### config.mk
export PLATFORM = sky130hd
export DESIGN_NAME = inst_fetch
export DESIGN_NICKNAME = d
export VERILOG_FILES = /design/src/rtl/cpu_pkg.sv /design/src/rtl/inst_fetch.sv
export SDC_FILE = /design/constraint.sdc
export NUM_CORES = 1
export LEC_CHECK = 0
export BUFFER_PORTS_ARGS = -buffer_cell sky130_fd_sc_hd__clkbuf_2
export CAP_MARGIN = 10
export CELL_PAD_IN_SITES_DETAIL_PLACEMENT = 1
export CELL_PAD_IN_SITES_GLOBAL_PLACEMENT = 2
export CORE_MARGIN = 10
export CORE_UTILIZATION = 24
export DETAILED_ROUTE_END_ITERATION = 12
export HOLD_SLACK_MARGIN = 0.06
export PLACE_DENSITY = 0.77
export SYNTH_ARGS = -nofsm -noshare
export SYNTH_HDL_FRONTEND = slang
export SYNTH_SLANG_ARGS = --single-unit
### constraint.sdc
create_clock -name clk -period 1.1 [get_ports clk]
set_input_delay 0.11 -clock clk [delete_from_list [all_inputs] [get_ports clk]]
set_output_delay 0.11 -clock clk [all_outputs]
set_load 0.01 [all_outputs]
### src/rtl/cpu_pkg.sv
// Shared CPU definitions: fetch widths, reset PC and instruction field slices.
// Latency: none (types, constants and pure functions only).
// Backpressure: not applicable.
package cpu_pkg;

   // Instruction-memory address width and instruction word width.
   localparam int PC_W     = 4;
   localparam int INST_W   = 16;
   localparam int RESET_PC = 0;

   // Instruction field positions: [15:12] opcode, then three 4-bit register fields.
   localparam int OPC_HI = 15;
   localparam int OPC_LO = 12;
   localparam int RA_HI  = 11;
   localparam int RA_LO  = 8;
   localparam int RB_HI  = 7;
   localparam int RB_LO  = 4;
   localparam int RC_HI  = 3;
   localparam int RC_LO  = 0;

   typedef logic [PC_W-1:0]   pc_t;
   typedef logic [INST_W-1:0] inst_t;

   // Fetched word as presented to the decoder.
   typedef struct packed {
      inst_t inst;
      pc_t   pc;
   } fetch_word_t;

   function automatic logic [3:0] inst_opcode(input inst_t inst);
      return inst[OPC_HI:OPC_LO];
   endfunction

   function automatic logic [3:0] inst_ra(input inst_t inst);
      return inst[RA_HI:RA_LO];
   endfunction

   function automatic logic [3:0] inst_rb(input inst_t inst);
      return inst[RB_HI:RB_LO];
   endfunction

   function automatic logic [3:0] inst_rc(input inst_t inst);
      return inst[RC_HI:RC_LO];
   endfunction

endpackage

### src/rtl/inst_fetch.sv
// Fetch initiator for the instruction memory: drives pc/mem_stop, tags returned words, presents {inst,pc}.
// Latency: first word 2 advancing edges after reset; branch at edge E gives target word from E+2; 1 word/cycle.
// Backpressure: out_ready=0 or stop=1 freezes all state and holds the memory output via mem_stop; no skid buffer.
//
// Ports:
//   clk, reset          rising-edge clock, synchronous active-high reset
//   stop                global halt, freezes fetch state (branch and reset still act)
//   pc, mem_stop        instruction-memory address and output-hold control
//   instruction         registered memory output, mem[pc] from the previous non-stopped edge
//   branch_valid/target single-cycle redirect from execute
//   out_valid/ready     decoder handshake; out_inst/out_pc carry the fetched word
module inst_fetch
   import cpu_pkg::*;
#(
   parameter int PC_W_P     = PC_W,
   parameter int INST_W_P   = INST_W,
   parameter int RESET_PC_P = RESET_PC
) (
   input  logic                clk,
   input  logic                reset,
   input  logic                stop,
   output logic [PC_W_P-1:0]   pc,
   output logic                mem_stop,
   input  logic [INST_W_P-1:0] instruction,
   input  logic                branch_valid,
   input  logic [PC_W_P-1:0]   branch_target,
   output logic                out_valid,
   input  logic                out_ready,
   output logic [INST_W_P-1:0] out_inst,
   output logic [PC_W_P-1:0]   out_pc
);

   localparam logic [PC_W_P-1:0] RST_PC = PC_W_P'(RESET_PC_P);

   logic [PC_W_P-1:0]   pc_q,        pc_d;
   logic                req_valid_q, req_valid_d;
   logic [PC_W_P-1:0]   req_pc_q,    req_pc_d;
   logic                out_valid_q, out_valid_d;
   logic [INST_W_P-1:0] out_inst_q,  out_inst_d;
   logic [PC_W_P-1:0]   out_pc_q,    out_pc_d;
   logic                adv;

   // The whole pipeline moves as one: the output slot is free or being drained, and no halt.
   assign adv      = ~stop & (~out_valid_q | out_ready);
   // When the pipeline cannot move, the memory must keep the word it already fetched,
   // so the tag in req_pc_q stays paired with the word on instruction.
   assign mem_stop = ~adv;

   always_comb begin
      pc_d        = pc_q;
      req_valid_d = req_valid_q;
      req_pc_d    = req_pc_q;
      out_valid_d = out_valid_q;
      out_inst_d  = out_inst_q;
      out_pc_d    = out_pc_q;
      if (branch_valid) begin
         // Redirect wins over stall and handshake: drop the word in the memory and the
         // word in the output slot, even if the decoder is taking it this cycle.
         pc_d        = branch_target;
         req_valid_d = 1'b0;
         out_valid_d = 1'b0;
      end else if (adv) begin
         pc_d        = pc_q + 1'b1;     // wraps modulo 2^PC_W
         req_valid_d = 1'b1;
         req_pc_d    = pc_q;
         out_valid_d = req_valid_q;
         out_inst_d  = instruction;
         out_pc_d    = req_pc_q;
      end
   end

   always_ff @(posedge clk) begin
      if (reset) begin
         pc_q        <= RST_PC;
         req_valid_q <= 1'b0;
         req_pc_q    <= '0;
         out_valid_q <= 1'b0;
         out_inst_q  <= '0;
         out_pc_q    <= '0;
      end else begin
         pc_q        <= pc_d;
         req_valid_q <= req_valid_d;
         req_pc_q    <= req_pc_d;
         out_valid_q <= out_valid_d;
         out_inst_q  <= out_inst_d;
         out_pc_q    <= out_pc_d;
      end
   end

   assign pc        = pc_q;
   assign out_valid = out_valid_q;
   assign out_inst  = out_inst_q;
   assign out_pc    = out_pc_q;

endmodule

==> summary.txt <==
Type of element launching the critical path: flop
Flip-flop and latch count after synthesis: 30
Number of max-slew violations in the final report: 0
CTS sink cnt: 30
Sequential area share after synthesis: 44.4%
Share of the synthesized area in the top cell type: 44.4%
Post-Syn Instances: 153
Clock slew seen by the registers of the worst setup and hold paths: 0.07 ns
Unrepaired setup endpoints after global routing: yes
Launch point of the worst path: out_valid$_SDFFE_PP0P_
Core Rows: 27
Class of the tightest hold or removal check: in2reg
Min cycle time layout: 1.14 ns
Area taken by flip-flops and latches: 609 sq um
Via count of the first global-routing pass: 1,590
Crit-path cells: nor2b_4 > o31a_1 > o31a_1
Clk Latency, worst-skew pair: 0.29 ns
Number of remaining DRC errors: 0
Via count: 1,495
Power density normalized to cell area: 1190 nW/um^2
Data required, critical path: 1.28 ns
Final design utilization: 38.5%
Worst clock skew: 0.00704 ns
Total global routing track utilization: 10.6%
Final GP Congestion: 0.724
Tot Pwr: 2.52 mW
Initial antenna violation count: 0
Floorplan Core Area: 5470 sq um
Setup-violating endpoint count in the final report: 15
Area enclosed by the die boundary: 9040 sq um
Vias per inst: 5.10
Hold Vio Cnt, Final: 0
Relative max-transition margin: 76.4%
Min-Delay Startpoint: instruction[9]
Arrival @ worst endpoint: 1.32 ns
Slew of the pin with the lowest slew margin: 0.354 ns
Number of fillers in the final layout: 648
Pin count of the biggest net entering global routing: 20
Number of max-cap violations: 0
Leading area contributor after synthesis: dfxtp_1
Run status: finished, violations left
Die Y-Extent: 95.1 um
Fraction of final layout cells with drive strength greater than 1: 46.2%
DR pass1 iterations: 6
Top post-synthesis cells by area: dfxtp_1, o31ai_1, nand4_1, a21oi_1, buf_2
Count of placed standard cells in the final layout, fillers left out: 293
Synthesized Nets: 179
Detail Route Antenna Nets: 0
WHS: 0.0601 ns
Avg WL per Cell: 17.3 um
Grt total ovfl: 0
Number of buffer and inverter stages on the critical path: 0
Total CTS buffers: 5
Layout Area Growth over Synthesis: 55.9%
R2R Path Start: out_valid$_SDFFE_PP0P_
Final critical-path share of the clock period: 103%
Violations in the final reports: setup timing
CP endpoint kind: flop
Horizontal die dimension: 95.1 um
Number of ports placed on the die boundary: 51
Nets: 246
Global-route wire length before repair: 7560 um
Buffers from clock root to sink, at most: 2
Count of buffers inserted at the top-level ports: 50
Total Routed Length: 5060 um
Most used cell along the critical path: o31a_1
Synth Cell Area: 1350 sq um
CP max-delay cell: dfxtp_4
Average size of a mapped cell: 8.84 sq um
Leakage power: 0.841 nW
Critical Path Max Stage Delay: 0.37 ns
Post-route setup slack: -0.0363 ns
Starting Density: 24.7%
Multi-input combinational cell area: 762 sq um
Number of placed instances with taps included: 274
Achievable frequency: 880 MHz
Root cell of the clock tree: clkbuf_8
Number of violations reported at the end of detailed-routing iteration 0: 62
Worst setup path class: reg2reg
Worst supply voltage drop on vdd: 393 uV
Max H-tree Level: 2
Sum of net half-perimeters after detailed placement: 3420 um
Clock tree from TritonCTS: yes
Diodes inserted: 0
Top fanout value on the critical path: 5
Pre-CTS setup slack: -0.0745 ns
Cell type group with the largest total delay on the critical path: compound AO/OA/AOI/OAI gates
Ys Warns: 0
Distinct cells, synth: 25
sequential cells by signal, summed over array words and instances, names as in the netlist:
register     count
pc               4
out_inst        16
req_valid_q      1
req_pc_q         4
out_pc           4
out_valid        1
synth_stat cells, drive strengths merged:
master,count
or3,1
nor2b,1
a31oi,1
buf,14
nor4,1
inv,5
clkbuf,6
nand2,1
o21ai,2
o31ai,24
a21oi,27
o31a,3
dfxtp,30
nor2,2
nand2b,2
nand4,24
nor3,2
a311oi,2
and4,1
ha,1
nand3,2
a22oi,1
per-stage QoR:
step / TNS [ns] / instance area, sq um
after floorplan: -0.444 / 1360
after global placement: -0.00564 / 1730
after detailed placement: -1.13 / 1730
after CTS: -1.01 / 1920
after global routing: -1.86 / 2110
final: -0.215 / 2110
worst register-to-register path, stage by stage, from the launching register on:
cell and delay (ns):
dfxtp_4 0.37, nor2b_4 0.15, o31a_1 0.28, o31a_1 0.23
logic make-up after synthesis:
| kind of cell | Yosys count | synth area share, % |
|---|---|---|
| buf+inv | 25 | 9.43 |
| fa+ha+maj | 1 | 0.925 |
| compound gates | 60 | 28.3 |
| flops | 30 | 44.4 |
| simple gates | 37 | 16.9 |
cells in the final DEF (no fill, tap or decap), types with 2 or more instances in the layout:
cell type | synthesis | final
o31a_1 | 3 | 3
o31ai_1 | 24 | 13
nand3_1 | 2 | 2
buf_4 | 4 | 16
dlygate4sd3_1 | 0 | 7
nand4_1 | 24 | 24
o31ai_2 | 0 | 8
dfxtp_4 | 0 | 2
nor2_1 | 2 | 2
o21ai_1 | 2 | 2
clkbuf_8 | 0 | 6
buf_6 | 1 | 5
clkbuf_2 | 0 | 49
dfxtp_1 | 30 | 27
o31ai_4 | 0 | 3
nor2b_4 | 1 | 2
a21oi_1 | 27 | 26
inv_1 | 4 | 4
nor3_1 | 2 | 2
layout make-up:
type,count,area share [%]
clock buffer,7,4.09
clock inverter,1,0.237
inverter,5,0.890
multi-input combinational,99,36.1
sequential,30,28.9
tap,72,4.27
timing repair buffer,79,25.5
path summary, 6_finish.rpt:
check	slack, ns	cells past startpoint	end
max	-0.04	3	pc[3]$_SDFFE_PP0P_
min	0.06	3	out_inst[9]$_SDFFE_PP0P_
max reg2reg	-0.04	3	pc[3]$_SDFFE_PP0P_
min reg2reg	0.47	2	out_inst[13]$_SDFFE_PP0P_
what timing repair did:
item	in CTS	in global routing
pin swaps	1	14
hold buffers	7	0
gates resized for setup	4	30
cloned	0	3
setup endpoints to repair	22	28
endpoints found under the hold margin	7	0
setup buffers	1	1
routing by layer:
layer / vias up / routed length (um) / track usage, %
met1: 719 / 2230 / 11.9
met4: 0 / 54 / 3.49
met2: 34 / 2400 / 17.0
li1: 736 / - / -
met5: - / 0 / 0
met3: 6 / 367 / 5.18
where the power goes:
group	leakage, nW	internal (mW)	switching, mW	total [mW]
combinational	0.546	0.185	0.219	0.404
clock	0.0482	0.504	0.437	0.941
sequential	0.247	1.13	0.0399	1.17
total	0.841	1.82	0.695	2.52
Power figures use the tool's default switching activity.
